===== src/rtl/io_tx_fsm.sv =====
// ============================================================================
// io_tx_fsm
// ----------------------------------------------------------------------------
// Block-oriented word transmitter. Upstream pushes 32-bit words (four byte
// lanes plus a last flag) into a two-entry FIFO. A four-state FSM frames the
// buffered words into blocks for a downstream receiver. Each block is:
//   - an announce strobe carrying a mode qualifier,
//   - one or more ready/next word transfers,
//   - a single end-of-block strobe.
// A block ends after a word flagged last, or after MAX_WORDS transfers,
// whichever comes first.
//
// Parameters
//   MAX_WORDS  : words per block before eob is forced (2..4)
//   FIFO_DEPTH : input buffer entries (only 2 is supported)
//
// Ports
//   clk       in   sole clock, rising edge
//   reset     in   asynchronous, active-low reset
//   load      in   upstream presents a word this cycle
//   lane1..4  in   byte lanes, packed into data[7:0] .. data[31:24]
//   last      in   loaded word closes its block
//   mode      in   value reported on proc during the announce cycle
//   load_ack  out  buffer can take a word this cycle
//   int_req   out  block announce strobe. This is the receiver's "int" line;
//                  it is renamed because int is a reserved word.
//   proc      out  block mode qualifier, valid while int_req=1. This is the
//                  receiver's "process" line, shortened to avoid the
//                  built-in process class name.
//   data      out  packed word to receiver; holds its value while ready=0
//   ready     out  data carries a valid, untransferred word
//   next      in   receiver accepts the word on data this cycle
//   eob       out  end-of-block strobe
// ============================================================================
module io_tx_fsm #(
    parameter int MAX_WORDS  = 4,
    parameter int FIFO_DEPTH = 2
) (
    input  logic        clk,
    input  logic        reset,
    input  logic        load,
    input  logic [7:0]  lane1,
    input  logic [7:0]  lane2,
    input  logic [7:0]  lane3,
    input  logic [7:0]  lane4,
    input  logic        last,
    input  logic        mode,
    input  logic        next,
    output logic        load_ack,
    output logic        int_req,
    output logic        proc,
    output logic [31:0] data,
    output logic        ready,
    output logic        eob
);

    // The word counter must be able to hold MAX_WORDS itself, so its width
    // is 2 bits for MAX_WORDS of 2 or 3, and 3 bits for 4.
    localparam int              CNT_W = $clog2(MAX_WORDS + 1);
    localparam logic [CNT_W-1:0] CNT_MAX = CNT_W'(MAX_WORDS);
    localparam logic [1:0]       DEPTH   = 2'(FIFO_DEPTH);

    typedef enum logic [1:0] {
        S_IDLE     = 2'd0,
        S_ANNOUNCE = 2'd1,
        S_SEND     = 2'd2,
        S_EOB      = 2'd3
    } state_t;

    state_t           state, state_nxt;
    logic [1:0]       occ;
    logic             rd_ptr, wr_ptr;
    logic [32:0]      mem [0:1];       // {last, packed word}
    logic [32:0]      head;
    logic [CNT_W-1:0] word_cnt, word_cnt_nxt;
    logic [31:0]      data_hold;
    logic             push, pop;

    // load_ack looks only at registered occupancy. As a result, a full
    // buffer refuses a push even when a pop happens in the same cycle.
    assign load_ack = (occ < DEPTH);
    assign push     = load & load_ack;
    assign head     = mem[rd_ptr];

    // Next-state and strobe decode
    always_comb begin
        state_nxt    = state;
        word_cnt_nxt = word_cnt;
        int_req      = 1'b0;
        proc         = 1'b0;
        ready        = 1'b0;
        eob          = 1'b0;
        pop          = 1'b0;
        case (state)
            S_IDLE: begin
                if (occ != 2'd0) state_nxt = S_ANNOUNCE;
            end
            S_ANNOUNCE: begin
                int_req   = 1'b1;
                proc      = mode;
                state_nxt = S_SEND;
            end
            S_SEND: begin
                ready = (occ != 2'd0);
                if (ready && next) begin
                    pop          = 1'b1;
                    word_cnt_nxt = word_cnt + 1'b1;
                    if (head[32] || (word_cnt_nxt == CNT_MAX)) state_nxt = S_EOB;
                end
            end
            S_EOB: begin
                eob          = 1'b1;
                word_cnt_nxt = '0;
                state_nxt    = S_IDLE;
            end
            default: state_nxt = S_IDLE;
        endcase
    end

    // While no word is offered, data keeps showing the last value it drove.
    assign data = ready ? head[31:0] : data_hold;

    // Control state and the data hold register
    always_ff @(posedge clk or negedge reset) begin
        if (!reset) begin
            state     <= S_IDLE;
            occ       <= 2'd0;
            rd_ptr    <= 1'b0;
            wr_ptr    <= 1'b0;
            word_cnt  <= '0;
            data_hold <= 32'h0;
        end else begin
            state     <= state_nxt;
            word_cnt  <= word_cnt_nxt;
            data_hold <= data;
            if (push) wr_ptr <= ~wr_ptr;
            if (pop)  rd_ptr <= ~rd_ptr;
            if (push && !pop)      occ <= occ + 2'd1;
            else if (pop && !push) occ <= occ - 2'd1;
        end
    end

    // FIFO storage needs no reset. Pointers and occupancy decide which
    // entries are valid.
    always_ff @(posedge clk) begin
        if (push) mem[wr_ptr] <= {last, lane4, lane3, lane2, lane1};
    end

endmodule


===== config.mk =====
export PLATFORM = sky130hd
export DESIGN_NAME = io_tx_fsm
export DESIGN_NICKNAME = d
export VERILOG_FILES = /design/src/rtl/io_tx_fsm.sv
export SDC_FILE = /design/constraint.sdc
export NUM_CORES = 1
export LEC_CHECK = 0
export ABC_AREA = 1
export BUFFER_PORTS_ARGS = -buffer_cell sky130_fd_sc_hd__buf_2
export CAP_MARGIN = 30
export CORE_AREA = 10 10 98 100
export DETAILED_ROUTE_END_ITERATION = 7
export DIE_AREA = 0 0 108 110
export PLACE_DENSITY = 0.76
export SLEW_MARGIN = 20
export SYNTH_ARGS = -nofsm -noshare
export SYNTH_HDL_FRONTEND = slang
export SYNTH_SLANG_ARGS = --single-unit

===== constraint.sdc =====
create_clock -name clk -period 3 [get_ports clk]
set_input_delay 0.3 -clock clk [delete_from_list [all_inputs] [get_ports clk]]
set_output_delay 0.3 -clock clk [all_outputs]
set_load 0.03 [all_outputs]

Word-level counts from Yosys, hierarchy flattened
Memory sizes are Yosys's and may differ from the RTL's.
Cells that the tools add are included.
{"block": "op_classes", "add_sub_neg": 3, "magnitude_cmp": 1, "n_eq_ne": 7, "mux": 17, "bitwise": 3, "reduce_logical": 12}
{"cell": "32-bit 2-to-1 mux", "n": 1}
{"cell": "2-bit 2-to-1 mux", "n": 5}
{"cell": "1-bit 2-to-1 mux", "n": 8}
{"cell": "2-bit one-hot mux with 4 select lines", "n": 1}
{"cell": "2-bit inequality test (second input constant)", "n": 3}
{"cell": "3-bit one-hot mux with 2 select lines", "n": 1}
{"cell": "2-bit nonzero test", "n": 3}
{"cell": "2-bit equality test (second input constant)", "n": 2}
{"cell": "3-bit by 1-bit adder with 3-bit output (second input constant)", "n": 1}
{"cell": "3-bit equality test (second input constant)", "n": 1}
{"cell": "1-bit logical AND", "n": 3}
{"cell": "3-bit 2-to-1 mux", "n": 1}
{"cell": "3-bit AND reduction", "n": 1}
{"cell": "2-bit by 1-bit adder with 2-bit output (second input constant)", "n": 1}
{"cell": "2-bit by 1-bit equality test with 1-bit output (second input constant)", "n": 1}
{"cell": "1-bit logical NOT", "n": 2}
{"cell": "2-bit logical NOT", "n": 1}
{"cell": "2-bit less-than comparator (second input constant)", "n": 1}
{"cell": "1-bit inverter", "n": 2}
{"cell": "2-bit AND reduction", "n": 1}
{"cell": "2-bit by 1-bit subtractor with 2-bit output (second input constant)", "n": 1}
{"cell": "1-bit AND", "n": 1}
{"cell": "1-bit logical OR", "n": 1}
{"block": "totals", "reg_bits": 41, "ram_bits": 66, "input_bits": 38, "output_inout_bits": 37, "word_cells": 50, "n_memories": 1}
{"name": "mem", "words": 2, "width": 33, "rd": 1, "rd_clocked_by_memory_dff": 0, "wr": 1, "line_no": "73", "source": "logic [32:0] mem [0:1];"}

Logic depth before layout (Yosys ltp)
{"block": "depth", "ltp_word": 7, "mapped_depth": 9}

Least setup slack after synthesis
No wires, ideal clock.
{"block": "synth_timing", "path_kind": "register -> register", "startpoint": "register occ[1]", "endpoint": "memory mem[0][0] (enable)", "arrival_time_ns": 2.221, "path_slack_ns": 0.356, "path_stages_with_launch": 4, "path_buffers": 0, "synth_period_minus_slack_ns": 2.644, "cell_sequence": "dfrtp_1 -> inv_1 -> nand2_1 -> nor2_1"}
{"block": "synth_between", "elab_chain_len": 4}
{"item": "start: declaration", "line_no": "71", "source": "logic [1:0] occ;"}
{"item": "start signal: assignment", "line_no": "138", "source": "if (push && !pop) occ <= occ + 2'd1;"}
{"item": "start signal: assignment", "line_no": "139", "source": "else if (pop && !push) occ <= occ - 2'd1;"}
{"item": "2-bit less-than comparator", "line_no": "81", "source": "assign load_ack = (occ < DEPTH);"}
{"item": "via load_ack", "line_no": "49", "source": "output logic load_ack,"}
{"item": "1-bit AND", "line_no": "82", "source": "assign push = load & load_ack;"}
{"item": "1-bit 2-to-1 mux", "line_no": "146", "source": "if (push) mem[wr_ptr] <= {last, lane4, lane3, lane2, lane1};"}
{"item": "1-bit 2-to-1 mux (not written as such)", "line_no": "146"}
{"item": "end: declaration", "line_no": "73"}
The timed path passes the listed nets, and every way through them passes these cells.

Worst setup path after layout
{"block": "layout_timing", "startpoint": "register state[0]", "endpoint": "output data[31]"}
{"block": "layout_between", "elab_chain_len": 3}
{"item": "start: declaration", "line_no": "70", "source": "state_t state, state_nxt;"}
{"item": "start signal: assignment", "line_no": "133", "source": "state <= state_nxt;"}
{"item": "2-bit equality test", "line_no": "94", "source": "case (state)"}
{"item": "1-bit 2-to-1 mux", "line_no": "94"}
{"item": "32-bit 2-to-1 mux", "line_no": "121", "source": "assign data = ready ? head[31:0] : data_hold;"}
{"item": "end: declaration", "line_no": "52", "source": "output logic [31:0] data,"}
No other way between the ends.

==> flow_metrics.py <==
metrics = {
    "timing": {
        "worst_pin_slew_ns": 0.494,
        "fin_skew_ns": 0.00610,
        "worst_slack_ns": 0.472,
        "post-route-min-period_ns": 2.53,
        "final_hold_viol_count": 0,
        "slew_violations": 0,
        "rsz0062_at_grt": "no",
        "tns_ns": 0,
        "setup-violations-final": 0,
        "period_share_pct": 84.3,
        "fmax_mhz": 396,
        "relSlewSlack_pct": 67.0,
    },
    "yosys": {
        "yosys.area.top_type": "edfxtp_1",
        "synthesis.area_mm2": 0.00401,
        "ys_top_cells_by_count": "nand2_1, edfxtp_1, dfrtp_1, nor2_1, a31oi_1",
        "synthArstFlopShare_pct": 38.3,
        "synth_ff_type": "edfxtp_1",
        "synth_seq_cells": 107,
        "yosysSeqAreaShare_pct": 75.0,
        "netlist_top_cells_area": "edfxtp_1, dfrtp_1, nand2_1",
        "synth.top_cell.area_share_pct": 49.4,
        "synth_edf_count": 66,
        "syn-num-nets": 356,
        "yosys_warnings": 0,
        "ys_types": 24,
        "synth_cells": 310,
        "avgSynthCellArea_um2": 12.9,
        "yosysMostFrequentCell": "nand2_1",
    },
    "global_routing": {
        "grt_pass1_vias": 2554,
        "track_usage_pct": 13.2,
        "grt_max_degree": 42,
        "grt_overflow_total": 0,
        "grt_pass1_wl_um": 12200,
        "antenna_found_initial": 0,
    },
    "drt": {
        "wl_per_cell_um": 15.4,
        "drt_iter0_drc": 112,
        "drc": 0,
        "wl_met3_um": 292,
        "vias": 2482,
        "top_layer": "met4",
        "totalWireLength_um": 7700,
        "wl_met2_um": 4210,
        "ant_nets": 0,
        "vias_per_cell": 4.95,
        "m1WireLength_um": 3080,
        "first_pass_iters": 4,
    },
    "critical_path": {
        "cp.arrival_ns": 2.23,
        "setup.worst_path.end": "data[31]",
        "critPathLaunch": "state[0]$_DFFE_PN0P_",
        "r2r_slack_ns": 0.91,
        "worst_r2r_endpoint": "occ[1]$_DFFE_PN0P_",
        "r2r-start": "state[0]$_DFFE_PN0P_",
        "crit_type": "register to primary output",
        "crit_fanout": 28,
        "r2r_cells": 10,
        "cp-end-kind": "primary output",
        "cp-start-kind": "register",
        "worstPathRequired_ns": 2.70,
    },
    "floorplanning": {
        "rows": 32,
        "die_h_um": 110,
        "die_area_mm2": 0.0119,
        "core_mm2": 0.00765,
        "initial_core_util_pct": 52.4,
        "pin_count": 75,
        "die_w_um": 108,
    },
    "clocking": {
        "clk_pin_slew_ns": 0.10,
        "cts_tree": "done",
        "clock_tree.htree_level_count": 3,
        "post_cts_resized": 0,
        "cts_sinks": 107,
        "clock_latency_ns": 0.35,
        "cts_buffer_depth": 2,
        "root_buffer": "clkbuf_8",
        "numCtsBuffers": 9,
    },
    "cells_and_area": {
        "drive_above_1_share_pct": 27.3,
        "multi_input_area_um2": 881,
        "diodes": 0,
        "seq_area_mm2": 0.00301,
        "stdcell_area_mm2": 0.00483,
        "syn_to_final_growth_pct": 20.5,
        "fin_cells": 501,
        "fill_cells": 587,
        "fin_nets": 440,
    },
    "power": {
        "vdd_drop_max_uv": 657,
        "clockPowerShare_pct": 16.8,
        "switchingPower_mw": 2.51,
        "powerDensity_mw_per_mm2": 1200,
        "p_leak_nw": 2.01,
        "p_comb_share_pct": 45.5,
        "sw_frac_of_total_pct": 43.3,
        "internal-power_mw": 3.29,
        "pwr-share-seq_pct": 37.7,
    },
    "flow_run": {
        "maxCapViolCount": 0,
    },
    "placement": {
        "dpl.hpwl_um": 5370,
        "port_buffers": 74,
        "gp_congestion": 0.734,
        "dp.cells": 478,
        "place_area_mm2": 0.00451,
        "pre_cts_slack_ns": 0.567,
    },
    "outcome": {
        "status": "complete, no violations",
    },
    "min_path": {
        "hold_path.class": "primary input to register",
    },
}
==> layer usage <==
metal / global-route usage, % / vias up
met3: 2.50 / 8
met4: 6.68 / 0
met2: 23.4 / 55
met5: 0 / -
li1: - / 1235
met1: 14.9 / 1184
==> power by group through the flow <==
stage	Clock, mW	Sequential [mW]	Combinational, mW
2_1_floorplan	0	2.19	1.85
3_3_place_gp	0	2.21	2.52
3_5_place_dp	0	2.22	2.60
4_1_cts	0.994	2.19	2.60
5_1_grt	1.07	2.23	2.89
6_report	0.975	2.19	2.64
==> layout by cell type (no fill, tap or decap), drive strengths merged, types with 2 or more instances in the layout <==
| master | synthesis | layout |
|---|---|---|
| buf | 11 | 86 |
| nand2 | 79 | 79 |
| edfxtp | 66 | 66 |
| dfrtp | 41 | 41 |
| nor2 | 36 | 36 |
| a31oi | 32 | 32 |
| inv | 14 | 18 |
| clkbuf | 3 | 9 |
| ha | 8 | 8 |
| nand3 | 5 | 5 |
| o21ai | 4 | 4 |
| xor2 | 3 | 3 |
| nand4 | 2 | 2 |
| bufinv | 0 | 2 |
==> registers in the layout (all words and copies together) (netlist names) <==
signal and flops:
mem 66, data_hold 32, word_cnt 3, occ 2
state 2, rd_ptr 1, wr_ptr 1
==> worst min-delay path by stage <==
stage	start	endpoint	slack, ns	depth (start not counted)
6_report	lane2[7]	mem[0][15]$_DFFE_PP_	0.13	1
3_5_place_dp	reset	data_hold[5]$_DFF_PN0_	0.49	1
3_3_place_gp	lane2[2]	mem[0][10]$_DFFE_PP_	0.49	1
5_1_grt	lane4[2]	mem[1][26]$_DFFE_PP_	0.11	1
4_1_cts	reset	data_hold[10]$_DFF_PN0_	0.10	1
2_1_floorplan	reset	data_hold[0]$_DFF_PN0_	0.004	0
==> cell type report <==
cell class	instances	area share, %
multi-input cells	174	18.2
flip-flops and latches	107	62.2
inverters	15	1.17
clock buffers	9	2.56
repair buffers	87	10.9
well taps	102	2.64
clock inverters	7	2.23
==> kinds of logic (layout without fill, tap and decap cells) <==
kind of cell | after synthesis | count (layout) | share of synthesized area [%]
and+or+nand+nor | 123 | 123 | 12.1
DFF | 107 | 107 | 75.0
AOI/OAI and AO/OA | 38 | 38 | 5.87
buffers and inverters | 29 | 118 | 3.37
adders and majority gates | 8 | 8 | 2.50
xor gates and xnor gates | 4 | 4 | 0.874
muxes | 1 | 1 | 0.250
==> per-stage QoR <==
step | hold slack (ns) | power (mW) | util [%]
2_1_floorplan | 0.00441 | 4.04 | -
3_3_place_gp | 0.487 | 4.73 | 59.0
3_5_place_dp | 0.491 | 4.82 | 59.0
4_1_cts | 0.104 | 5.79 | 62.0
5_1_grt | 0.109 | 6.19 | 63.2
6_report | 0.130 | 5.80 | 63.2
==> critical path: stages (launching register included) <==
cell and delay (ns):
dfrtp_1 0.42, inv_1 0.11, ha_1 0.27, inv_2 0.07, nor2_4 0.13, buf_12 0.15
buf_12 0.16, nor2_1 0.05, a31oi_1 0.24, buf_2 0.26
==> what timing repair did <==
item / 4_1_cts / 5_1_grt
hold buffers: 0 / 1
setup endpoints to repair: 0 / 9
hold endpoints to repair: 0 / 17
buffers inserted: 0 / 5
Power figures use the tool's default switching activity.
